**config.mk**
```make
export PLATFORM = sky130hd
export DESIGN_NAME = tl_mem_responder
export DESIGN_NICKNAME = d
export VERILOG_FILES = /design/src/rtl/tl_pkg.sv /design/src/rtl/tl_mem_array.sv /design/src/rtl/tl_mem_responder.sv
export SDC_FILE = /design/constraint.sdc
export NUM_CORES = 1
export LEC_CHECK = 0
export CAP_MARGIN = 40
export CORE_UTILIZATION = 40
export DETAILED_ROUTE_END_ITERATION = 6
export SLEW_MARGIN = 20
export SYNTH_ARGS = -nofsm -noshare
export SYNTH_HDL_FRONTEND = slang
export SYNTH_SLANG_ARGS = --single-unit
```
**constraint.sdc**
```tcl
create_clock -name clk -period 46 [get_ports clk]
set_input_delay 9.2 -clock clk [delete_from_list [all_inputs] [get_ports clk]]
set_output_delay 9.2 -clock clk [all_outputs]
set_load 0.03 [all_outputs]
```
**src/rtl/tl_pkg.sv**
```systemverilog
// Shared definitions for the A/D request/response channel pair.
// A-channel request opcodes, D-channel response opcodes and the
// responder FSM state encoding.
package tl_pkg;

  // A-channel request opcodes
  localparam logic [3:0] TL_A_PUTFULL    = 4'd0;
  localparam logic [3:0] TL_A_PUTPARTIAL = 4'd1;
  localparam logic [3:0] TL_A_GET        = 4'd4;

  // D-channel response opcodes
  localparam logic [3:0] TL_D_ACK     = 4'd0;
  localparam logic [3:0] TL_D_ACKDATA = 4'd1;

  // Responder FSM encoding
  typedef enum logic [1:0] {
    ST_IDLE = 2'd0,
    ST_WAIT = 2'd1,
    ST_RESP = 2'd2
  } tl_state_e;

  // Both Put flavours write memory the same way (mask-driven)
  function automatic logic tl_is_put(input logic [3:0] op);
    return (op == TL_A_PUTFULL) || (op == TL_A_PUTPARTIAL);
  endfunction

  function automatic logic tl_is_get(input logic [3:0] op);
    return op == TL_A_GET;
  endfunction

endpackage

```
**src/rtl/tl_mem_array.sv**
```systemverilog
// Byte-maskable word memory for the responder.
// 2**ADDR_W words of DATA_W bits held in flops, cleared by reset.
// One synchronous byte-masked write port, one combinational read port,
// so a read of the write address in the write cycle returns old data.
module tl_mem_array #(
  parameter int ADDR_W = 4,
  parameter int DATA_W = 32
) (
  input  logic                  clk,
  input  logic                  rst,
  input  logic                  wr_en,
  input  logic [ADDR_W-1:0]     wr_addr,
  input  logic [DATA_W/8-1:0]   wr_mask,
  input  logic [DATA_W-1:0]     wr_data,
  input  logic [ADDR_W-1:0]     rd_addr,
  output logic [DATA_W-1:0]     rd_data
);

  localparam int DEPTH = 2 ** ADDR_W;
  localparam int NB    = DATA_W / 8;

  logic [DATA_W-1:0] mem_q [DEPTH];

  // Storage: clear everything on reset, otherwise update enabled bytes only
  always_ff @(posedge clk or posedge rst) begin
    if (rst) begin
      for (int w = 0; w < DEPTH; w++) begin
        mem_q[w] <= '0;
      end
    end else if (wr_en) begin
      for (int b = 0; b < NB; b++) begin
        if (wr_mask[b]) begin
          mem_q[wr_addr][b*8 +: 8] <= wr_data[b*8 +: 8];
        end
      end
    end
  end

  assign rd_data = mem_q[rd_addr];

endmodule

```
**src/rtl/tl_mem_responder.sv**
```systemverilog
// Responder end of the A/D channel pair backed by a local word memory.
// Accepts one A-channel request at a time, commits writes at the
// acceptance edge and returns the D-channel beat LATENCY cycles later.
// Optional build macro TL_MEM_DERR_EN adds the d_error response bit.
//
// state   | meaning
// --------+------------------------------------------------------------
// ST_IDLE | a_ready high, waiting for a request
// ST_WAIT | request captured, wait counter running down to zero
// ST_RESP | d_valid high, response held until d_ready
module tl_mem_responder
  import tl_pkg::*;
#(
  parameter int ADDR_W  = 4,
  parameter int DATA_W  = 32,
  parameter int LATENCY = 1
) (
  input  logic                  clk,
  input  logic                  rst,
  input  logic                  a_valid,
  output logic                  a_ready,
  input  logic [3:0]            a_opcode,
  input  logic [DATA_W/8-1:0]   a_mask,
  input  logic [ADDR_W-1:0]     a_address,
  input  logic [DATA_W-1:0]     a_data,
  output logic                  d_valid,
  input  logic                  d_ready,
  output logic [3:0]            d_opcode,
  output logic [DATA_W-1:0]     d_data
`ifdef TL_MEM_DERR_EN
  ,
  output logic                  d_error
`endif
);

  // The counter is preloaded with LATENCY-1 so ST_WAIT lasts exactly
  // LATENCY cycles; LATENCY=0 skips ST_WAIT entirely.
  localparam logic [3:0] WAIT_LOAD = (LATENCY == 0) ? 4'd0 : 4'(LATENCY - 1);

  tl_state_e           state_q;
  tl_state_e           state_d;
  logic [3:0]          wait_cnt_q;
  logic                accept;
  logic                req_is_put;
  logic                req_is_get;
  logic                mem_wr_en;
  logic [DATA_W-1:0]   mem_rd_data;

  assign req_is_put = tl_is_put(a_opcode);
  assign req_is_get = tl_is_get(a_opcode);
  assign accept     = a_valid && a_ready;
  assign mem_wr_en  = accept && req_is_put;

  tl_mem_array #(
    .ADDR_W (ADDR_W),
    .DATA_W (DATA_W)
  ) u_mem (
    .clk     (clk),
    .rst     (rst),
    .wr_en   (mem_wr_en),
    .wr_addr (a_address),
    .wr_mask (a_mask),
    .wr_data (a_data),
    .rd_addr (a_address),
    .rd_data (mem_rd_data)
  );

  // FSM state register
  always_ff @(posedge clk or posedge rst) begin
    if (rst) begin
      state_q <= ST_IDLE;
    end else begin
      state_q <= state_d;
    end
  end

  // FSM next-state: one transaction in flight, no re-accept in the handshake cycle
  always_comb begin
    state_d = state_q;
    case (state_q)
      ST_IDLE: begin
        if (accept) begin
          state_d = (LATENCY == 0) ? ST_RESP : ST_WAIT;
        end
      end
      ST_WAIT: begin
        if (wait_cnt_q == 4'd0) begin
          state_d = ST_RESP;
        end
      end
      ST_RESP: begin
        if (d_ready) begin
          state_d = ST_IDLE;
        end
      end
      default: state_d = ST_IDLE;
    endcase
  end

  // FSM outputs: a_ready is forced low while reset is held
  always_comb begin
    a_ready = 1'b0;
    d_valid = 1'b0;
    case (state_q)
      ST_IDLE: a_ready = !rst;
      ST_RESP: d_valid = 1'b1;
      default: begin
        a_ready = 1'b0;
        d_valid = 1'b0;
      end
    endcase
  end

  // Wait down-counter: load on acceptance, count toward zero while waiting
  always_ff @(posedge clk or posedge rst) begin
    if (rst) begin
      wait_cnt_q <= 4'd0;
    end else if (accept) begin
      wait_cnt_q <= WAIT_LOAD;
    end else if ((state_q == ST_WAIT) && (wait_cnt_q != 4'd0)) begin
      wait_cnt_q <= wait_cnt_q - 4'd1;
    end
  end

  // Response registers: captured at acceptance with pre-write read data
  always_ff @(posedge clk or posedge rst) begin
    if (rst) begin
      d_opcode <= TL_D_ACK;
      d_data   <= '0;
    end else if (accept) begin
      d_opcode <= req_is_get ? TL_D_ACKDATA : TL_D_ACK;
      d_data   <= req_is_get ? mem_rd_data : '0;
    end
  end

`ifdef TL_MEM_DERR_EN
  // An empty-mask Put writes nothing, so it is flagged like an illegal opcode
  logic resp_err;
  assign resp_err = req_is_get ? 1'b0 :
                    req_is_put ? (a_mask == '0) : 1'b1;

  // Error bit registered alongside the rest of the response
  always_ff @(posedge clk or posedge rst) begin
    if (rst) begin
      d_error <= 1'b0;
    end else if (accept) begin
      d_error <= resp_err;
    end
  end
`endif

endmodule
```
==> results of run 1 <==
-- area by class of cell --
type | instances | share of cell area
Timing Repair Buffer | 103 | 0.0389
Sequential cell | 551 | 0.488
Clock inverter | 11 | 0.00549
Multi-Input combinational cell | 894 | 0.369
Tap cell | 782 | 0.0346
Clock buffer | 92 | 0.0634
Inverter | 5 | 0.000929
-- through the flow --
stage               std cells  setup WS [ns]
finish                   2438          25.81
global placement         2328          25.79
detailed placement       2334          25.81
CTS                      2437          25.81
floorplan                1543          21.39
global route             2438          25.77
-- placed cells by master, fill, tap and decap left out, drive strengths merged, types with 24 or more instances in the layout --
master | synthesis | routed
dfrtp | 551 | 551
mux2 | 544 | 544
mux4 | 128 | 128
clkbuf | 60 | 92
clkdlybuf4s50 | 0 | 79
nand2 | 67 | 67
o21ai | 32 | 32
mux2i | 31 | 31
a22oi | 31 | 31
buf | 33 | 24
-- final timing paths --
| check | depth (start not counted) | startpoint | to | slack, ns |
|---|---|---|---|---|
| worst max-delay path | 3 | rst | a_ready | 25.81 |
| worst min-delay path | 1 | u_mem.mem_q[281]$_DFFE_PP0P_ | u_mem.mem_q[281]$_DFFE_PP0P_ | 0.48 |
| worst max register to register | 6 | state_q[1]$_DFFE_PP0P_ | u_mem.mem_q[422]$_DFFE_PP0P_ | 42.61 |
| worst min register to register | 1 | u_mem.mem_q[281]$_DFFE_PP0P_ | u_mem.mem_q[281]$_DFFE_PP0P_ | 0.48 |
| max in group asynchronous | 4 | rst | d_data[25]$_DFFE_PP0P_ | 35.25 |
| min in group asynchronous | 2 | rst | wait_cnt_q[0]$_DFFE_PP0P_ | 9.13 |
-- report_power, final --
part           switching, mW  leakage [nW]  internal (mW)  total [mW]
Clock                  0.190         0.962          0.287       0.477
Combinational         0.0453          5.06         0.0325      0.0778
Sequential           0.00833          7.67          0.501       0.509
-- cell families (layout without fill, tap and decap cells) --
group,Yosys count,in the layout,synth area share
AOI/OAI and AO/OA,68,68,0.0174
buffers and inverters,98,211,0.0165
and+or+nand+nor,115,115,0.0241
adders and majority gates,2,2,0.00102
xor gates and xnor gates,3,3,0.00107
muxes,703,703,0.379
DFF,551,551,0.561
other,1,3,0.000153
-- sequential cells by signal, summed over array words and instances, names as in the netlist --
name	flops
u_mem.mem_q	512
d_data	32
wait_cnt_q	4
state_q	2
d_opcode	1
-- layer usage --
layer | GRT usage | vias up
met2 | 0.297 | 239
met5 | 0 | -
met1 | 0.267 | 7430
met3 | 0.0275 | 85
met4 | 0.0556 | 0
li1 | - | 5913
-- worst reg2reg max path, stage by stage (launching register included) --
cell and delay [ns]:
dfrtp_1 0.41, or4b_2 0.67, buf_4 0.35, nor4_4 0.73, buf_6 0.24, nand2_1 0.43
mux2_2 0.45
==> results.md, run 1 <==
- P_leak: roughly 14 nW
- Total global routing overflow: 0
- Yosys warns: 0
- Starting density of the core: 0.406
- Register area share after synthesis: 0.561
- Crit-path cells: clkdlybuf4s50_1 -> nor3_1 -> clkdlybuf4s50_1
- Clk root buf: clkbuf_16
- Clock Skew: about 0.015 ns
- Worst-Skew Late Latency: a little over 0.6 ns
- Hold-fix buffers, CTS: 0
- Num rows: 90
- Most used cell, CP: clkdlybuf4s50_1
- Yosys cell types: 37
- Met2 WL post-DR: between 20,000 and 30,000 um
- Vert. Die Dim: 250 um
- Crit-path max FO: 4
- H-tree depth: 2
- Die width: between 200 and 250 um
- Slew margin rel.: 0.355
- Clk buf depth: 3
- CP Data Required Time: 36.80 ns
- Area growth syn-to-layout: 15.0%
- Ports: between 80 and 90
- DRT Pass-1 Iters: 4
- Yosys top cell by area: dfrtp_1
- Postcts setup bufs: 0
- Outcome: finished, final reports clean
- Syn_area_per_cell: 16.0 um2
- Top cells by area, synth: dfrtp_1, mux2_2, mux4_2
- Antenna-violating nets left: 0
- Area occupied by multi-input gates: about 10,000 um2
- CTS clk-pin slew, worst paths: around 0.060 ns
- Core ar.: approximately 61,000 um2
- Wire length on met1: 26,700 um
- Worst-Margin Slew: roughly 0.97 ns
- Post-synth top cells: dfrtp_1, mux2_2, mux4_2
- CP startpoint kind: input port
- Nets: 1,664
- Via density: about 5.6
- Largest stage delay on the critical path: 0.78 ns
- Synth async-reset ratio: 1.00
- I/O Buffers: 82
- Routability cong.: 0.718
- Pin count of the biggest net entering global routing: approximately 180
- Worst setup path class: in2out
- Pins Over Slew Limit: 0
- Yosys top cell area share: 0.561
- CP max stage cell: clkdlybuf4s50_1
- CP arrival: between 10 and 15 ns
- Power per cell area: about 38 nW/um2
- Global-route wire length before repair: around 90,000 um
- Ant diodes: 0
- Tmin final: 20.19 ns
- Max Freq: around 50 MHz
- Layout cells sized above 1: 0.420
- CP delay by family, top: buffers and inverters
- Final Hold Vio Count: 0
- Final worst path period share: 0.439
- Routed WL per cell: 23.4 um
- Routed wl met3: between 2000 and 2500 um
- Die area: around 62,000 um2
- Fin Setup TNS: 0 ns
- Hold WC Path Type: reg2reg
- VDD IR-drop max: ~0.028 mV
- Top routing layer used: met4
- Final Core Density: 0.467
- Tot Pwr: approximately 1.1 mW
- Hold WS: roughly 0.48 ns
- CTS Buf Count: a little under 60
- Initial antenna violation count: 0
- Synth Flop Type: dfrtp_1
- Unrepaired setup endpoints after global routing: false
- #FFs+latches synth: between 500 and 600
- Clk sinks: between 500 and 600
- Max Cap Violations: 0
- CTS tree: yes
- Fill cells: between 5,000 and 6,000
- EDFF count, synth: 0
- Initial DRC Count: approximately 800
- Final wirelength: 57,000 um
- Number of global-route vias before repair: 14,600
- Final Setup Violations: 0
- Crit path buffers/inverters: 2
- Synth Cell Area: roughly 25,000 um2
- Sequential cell area: between 10,000 and 15,000 um2
- Drt drc: 0
- Critical Path End Type: primary output
- DP Wirelength: about 35,000 um
- Post-route cell area: approximately 28,000 um2
- Syn Inst Count: approximately 1,500
- Count leader, synth: dfrtp_1
- Total GRT Usage: 0.187
- Via count: 13,700
- Post-cts resize count: 0
- Post-Place Cell Area: around 26,000 um2
(Power assumes the default switching activity.)
==> run 2: changes to the inputs <==
==> constraint.sdc (replaced) <==
create_clock -name clk -period 18.7 [get_ports clk]
set_input_delay 3.74 -clock clk [delete_from_list [all_inputs] [get_ports clk]]
set_output_delay 3.74 -clock clk [all_outputs]
set_load 0.03 [all_outputs]
==> run 2 against run 1 <==
Power rose by 140%. Global-route usage fell by 0.076 points. Sequential power rose by 150%. Die area did not move. Critical path depth did not move. Critical path type unchanged. Critical endpoint unchanged.
==> results.md, run 2 (same netlist as run 1, synthesis figures left out) <==
- Routability cong.: between 0.7 and 0.8
- Final Hold Vio Count: 0
- Core ar.: around 60,000 um2
- Die width: around 250 um
- Total global routing overflow: 0
- Clk root buf: clkbuf_16
- CP delay by family, top: buffers and inverters
- Ports: 86
- Outcome: finished, final reports clean
- CP arrival: 5.10 ns
- Ant diodes: 0
- Total GRT Usage: 0.186
- Clk buf depth: 3
- DP Wirelength: ~36,000 um
- VDD IR-drop max: 0.0695 mV
- Clk pwr share: 0.434
- Via density: ~5.6
- Fin cells: roughly 2,400
- Final wirelength: around 56,000 um
- Comb pwr share: 0.076
- CP Data Required Time: ~15 ns
- Max Freq: roughly 110 MHz
- Area growth syn-to-layout: 14.9%
- Initial DRC Count: 771
- Placed Instances: 2,344
- Initial antenna violation count: 0
- Critical Path End Type: primary output
- Postcts setup bufs: 0
- Pins Over Slew Limit: 0
- Sw frac: 0.233
- Routed WL per cell: roughly 23 um
- CTS tree: yes
- CTS clk-pin slew, worst paths: 0.06 ns
- Routed wl met3: ~2400 um
- Post-cts resize count: 0
- Hold WS: between 0.4 and 0.5 ns
- Global-route wire length before repair: 89,400 um
- Most common cell after layout, fill and taps aside: dfrtp_1
- Top routing layer used: met4
- Antenna-violating nets left: 0
- DRT Pass-1 Iters: 5
- Power per cell area: ~90 nW/um2
- Wire length on met1: around 25,000 um
- Clock Skew: ~0.031 ns
- Fill cells: 5,299
- Worst-Margin Slew: 0.862 ns
- Flip-flop count of the largest register after layout: approximately 510
- Max Cap Violations: 0
- Met2 WL post-DR: approximately 28,000 um
- Crit-path cells: clkdlybuf4s50_1 -> nor3_1 -> clkdlybuf4s50_1
- Crit path buffers/inverters: 2
- Net switching power: 0.595 mW
- Pint: about 2.0 mW
- I/O Buffers: 82
- Final worst path period share: 0.473
- Sequential power share: 0.490
- Die area: ~62,000 um2
- P_leak: about 14 nW
- Top reg by flops: u_mem.mem_q
- Clk sinks: 551
- Drt drc: 0
- Most used cell, CP: clkdlybuf4s50_1
- H-tree depth: 2
- Number of global-route vias before repair: roughly 15,000
- Crit-path max FO: 4
- Nets: 1,673
- Tmin final: a little under 9 ns
- Unrepaired setup endpoints after global routing: false
- Pin count of the biggest net entering global routing: slightly below 70
- Fin Setup TNS: 0 ns
- Vert. Die Dim: ~250 um
- Most frequent cells in the layout: dfrtp_1, mux2_2, mux4_2
- Starting density of the core: 0.406
- Largest stage delay on the critical path: between 0.6 and 0.7 ns
- Top Registers: u_mem.mem_q: 512 flops, d_data: 32 flops, wait_cnt_q: 4 flops
- Final Setup Violations: 0
- Num rows: 90
- CP startpoint kind: input port
- Worst-Skew Late Latency: just over 0.6 ns
- CP max stage cell: clkdlybuf4s50_1
- Via count: between 10,000 and 15,000
- CTS Buf Count: 58
- Hold WC Path Type: reg2reg
- Worst setup path class: in2out
- Slew margin rel.: 0.421
- Hold-fix buffers, CTS: 0
- Layout cells sized above 1: 0.422
==> run 2: cell count changes in the layout (fill, tap and decap cells not counted), sizes merged <==
| cell | delta |
|---|---|
| buf | +10 |
| bufinv | -3 |
| clkbuf | +1 |
| clkinvlp | +1 |
==> run 2: layer usage <==
metal | global-route usage | vias to the layer above
li1 | - | 5955
met1 | 0.251 | 7334
met2 | 0.308 | 229
met3 | 0.0353 | 95
met4 | 0.0531 | 0
met5 | 0 | -
==> run 2: area by class of cell <==
type / count / area [um2] / area share
Timing Repair Buffer: 113 / 1200 / 0.0426
Tap cell: 782 / 978 / 0.0346
Clock inverter: 9 / 73.8 / 0.00261
Clock buffer: 93 / 1740 / 0.0618
Inverter: 5 / 22.5 / 0.000797
Sequential cell: 551 / 13800 / 0.488
Multi-Input combinational cell: 894 / 10400 / 0.369
==> run 2: worst paths after layout <==
check / start / slack [ns] / cells after the start / endpoint
min reg2reg: u_mem.mem_q[359]$_DFFE_PP0P_ / 0.49 / 1 / u_mem.mem_q[359]$_DFFE_PP0P_
max reg2reg: state_q[1]$_DFFE_PP0P_ / 15.36 / 5 / u_mem.mem_q[315]$_DFFE_PP0P_
max in group asynchronous: rst / 12.47 / 8 / u_mem.mem_q[122]$_DFFE_PP0P_
min in group asynchronous: rst / 3.68 / 2 / wait_cnt_q[2]$_DFFE_PP0P_
max: rst / 9.86 / 3 / a_ready
min: u_mem.mem_q[359]$_DFFE_PP0P_ / 0.49 / 1 / u_mem.mem_q[359]$_DFFE_PP0P_
==> run 2: metrics by stage <==
step            util  area (um2)  worst slack (ns)  power, mW
2_1_floorplan      -       24600              7.46       1.40
6_report       0.466       28200              9.86       2.55
5_1_grt        0.466       28200              9.74       2.66
3_5_place_dp   0.436       26400              9.85       1.47
3_3_place_gp   0.432       26200              9.81       1.46
4_1_cts        0.466       28200              9.85       2.59
==> run 2: power groups by stage <==
stage          Clock (mW)  Combinational [mW]  Sequential, mW
2_1_floorplan           0               0.131            1.27
3_3_place_gp            0               0.187            1.27
3_5_place_dp            0               0.198            1.27
4_1_cts              1.14               0.199            1.25
5_1_grt              1.19               0.214            1.26
6_report             1.11               0.195            1.25
==> run 2: worst reg2reg max path, stage by stage (launching register included) <==
cell,delay [ns]
dfrtp_1,0.41
or4b_2,0.88
nor4_4,0.79
buf_4,0.35
nand2_1,0.36
mux2_2,0.41
==> run 3: changes to the inputs <==
==> constraint.sdc (replaced) <==
create_clock -name clk -period 8.9 [get_ports clk]
set_input_delay 1.78 -clock clk [delete_from_list [all_inputs] [get_ports clk]]
set_output_delay 1.78 -clock clk [all_outputs]
set_load 0.03 [all_outputs]
==> run 3 against run 2 <==
Final area grew 0.13%. Die area unchanged. Sequential power is 110% higher. Power grew 120%. First-iteration DRC count shrank 8.7%. Via count is 0.62% lower. Clock skew down 0.014 ns. Count of clock-buffer cells in the layout increased by 4. Clock power up 120%. Critical endpoint unchanged. Highest routed layer unchanged.
==> results.md, run 3 (same netlist as run 1, synthesis figures left out) <==
- Outcome: finished, final reports clean
- Tmin final: a little under 5 ns
- CTS clk-pin slew, worst paths: ~0.06 ns
- Total global routing overflow: 0
- Tot Pwr: roughly 5.5 mW
- Postcts setup bufs: 0
- Nets: between 1,500 and 2,000
- Die width: approximately 250 um
- CTS tree: yes
- Final worst path period share: 0.554
- Max Cap Violations: 0
- Worst setup path class: in2out
- Most frequent cells in the layout: dfrtp_1, mux2_2, mux4_2
- Top Registers: u_mem.mem_q: 512 flops, d_data: 32 flops, wait_cnt_q: 4 flops
- Area growth syn-to-layout: 15.0%
- DRT Pass-1 Iters: 5
- Fin cells: roughly 2,400
- Initial DRC Count: around 700
- Worst-Margin Slew: between 0.9 and 1 ns
- Crit-path max FO: 4
- Num rows: 90
- Fin Setup TNS: 0 ns
- Starting density of the core: 0.406
- Core ar.: between 60,000 and 70,000 um2
- Pins Over Slew Limit: 0
- Clock Skew: about 0.017 ns
- Routability cong.: 0.728
- Post-cts resize count: 0
- Via density: roughly 5.5
- Worst R2R End: u_mem.mem_q[293]$_DFFE_PP0P_
- Critical Path End Type: primary output
- CP Launch Point: rst
- Vert. Die Dim: about 250 um
- Die area: 62,500 um2
- Most common cell after layout, fill and taps aside: dfrtp_1
- Top reg by flops: u_mem.mem_q
- Final wirelength: approximately 57,000 um
- Max Freq: 203 MHz
- Worst-Skew Late Latency: 0.61 ns
- Drt drc: 0
- Slew margin rel.: 0.351
- H-tree depth: 2
- DP Wirelength: roughly 35,000 um
- P_leak: between 10 and 15 nW
- Final Hold Vio Count: 0
- R2R setup slack: about 5.4 ns
- Pin count of the biggest net entering global routing: about 180
- Reg2Reg Launch Point: state_q[1]$_DFFE_PP0P_
- Worst Setup EP: a_ready
- Flip-flop count of the largest register after layout: a little over 500
- Fill cells: roughly 5,200
- Final worst setup slack: slightly below 4 ns
- Ant diodes: 0
- Clk buf depth: 3
- Reg2Reg Depth: 6
- Number of global-route vias before repair: between 10,000 and 15,000
- Via count: approximately 14,000
- Clk sinks: 551
- Final Setup Violations: 0
- Antenna-violating nets left: 0
- CP arrival: roughly 3.2 ns
- Hold-fix buffers, CTS: 0
- Ports: 86
- Placed Instances: roughly 2,300
- I/O Buffers: 82
- Place WS: between 3 and 4 ns
- CP startpoint kind: input port
- Power per cell area: just under 200 nW/um2
- Routed WL per cell: between 20 and 25 um
- CTS Buf Count: 61
- CP Data Required Time: a little over 7 ns
- Total GRT Usage: 0.186
- Hold WC Path Type: reg2reg
- VDD IR-drop max: between 0.15 and 0.2 mV
- Global-route wire length before repair: between 80,000 and 90,000 um
- Layout cells sized above 1: 0.420
- Unrepaired setup endpoints after global routing: false
- Initial antenna violation count: 0
- Clk root buf: clkbuf_16
[run 3: cell types whose count changed in the layout (fill, tap and decap cells not counted), sizes merged]
cell	delta
buf	-12
clkbuf	+4
bufinv	+2
clkinv	+2
inv	+1
[run 3: how the worst min path moves through the flow]
stage | from | end | cells after the start
floorplan | u_mem.mem_q[352]$_DFFE_PP0P_ | u_mem.mem_q[352]$_DFFE_PP0P_ | 1
global placement | u_mem.mem_q[286]$_DFFE_PP0P_ | u_mem.mem_q[286]$_DFFE_PP0P_ | 1
detailed placement | u_mem.mem_q[265]$_DFFE_PP0P_ | u_mem.mem_q[265]$_DFFE_PP0P_ | 1
CTS | u_mem.mem_q[356]$_DFFE_PP0P_ | u_mem.mem_q[356]$_DFFE_PP0P_ | 1
global route | u_mem.mem_q[281]$_DFFE_PP0P_ | u_mem.mem_q[281]$_DFFE_PP0P_ | 1
finish | u_mem.mem_q[265]$_DFFE_PP0P_ | u_mem.mem_q[265]$_DFFE_PP0P_ | 1
[run 3: cell type report]
class,instances,area [um2],share of cell area
multi-input combinational,894,10400,0.369
clock inverter,14,156,0.00553
inverter,5,22.5,0.000796
clock buffer,97,1810,0.0641
sequential,551,13800,0.488
tap,782,978,0.0346
timing repair buffer,101,1090,0.0385
[run 3: worst max-delay path, cell delays in order]
cell and delay (ns):
clkdlybuf4s50_1 0.49, nor3_1 0.18, clkdlybuf4s50_1 0.69
[run 3: layer usage]
metal / GRT usage / up-vias / wire length [um]
met1: 0.258 / 7316 / 26100
met3: 0.0333 / 77 / 2150
met2: 0.302 / 206 / 27500
met4: 0.0493 / 0 / 998
met5: 0 / - / 0
li1: - / 5929 / -
[run 3: metrics by stage]
stage | area [um2] | hold WS [ns] | util
global placement | 26200 | 0.468 | 0.432
floorplan | 24600 | 0.459 | -
global route | 28300 | 0.501 | 0.467
finish | 28300 | 0.485 | 0.467
detailed placement | 26300 | 0.476 | 0.434
CTS | 28300 | 0.488 | 0.466
[run 3: where the power goes]
part / switching [mW] / internal, mW
Combinational: 0.233 / 0.168
Sequential: 0.0454 / 2.59
Clock: 0.996 / 1.47
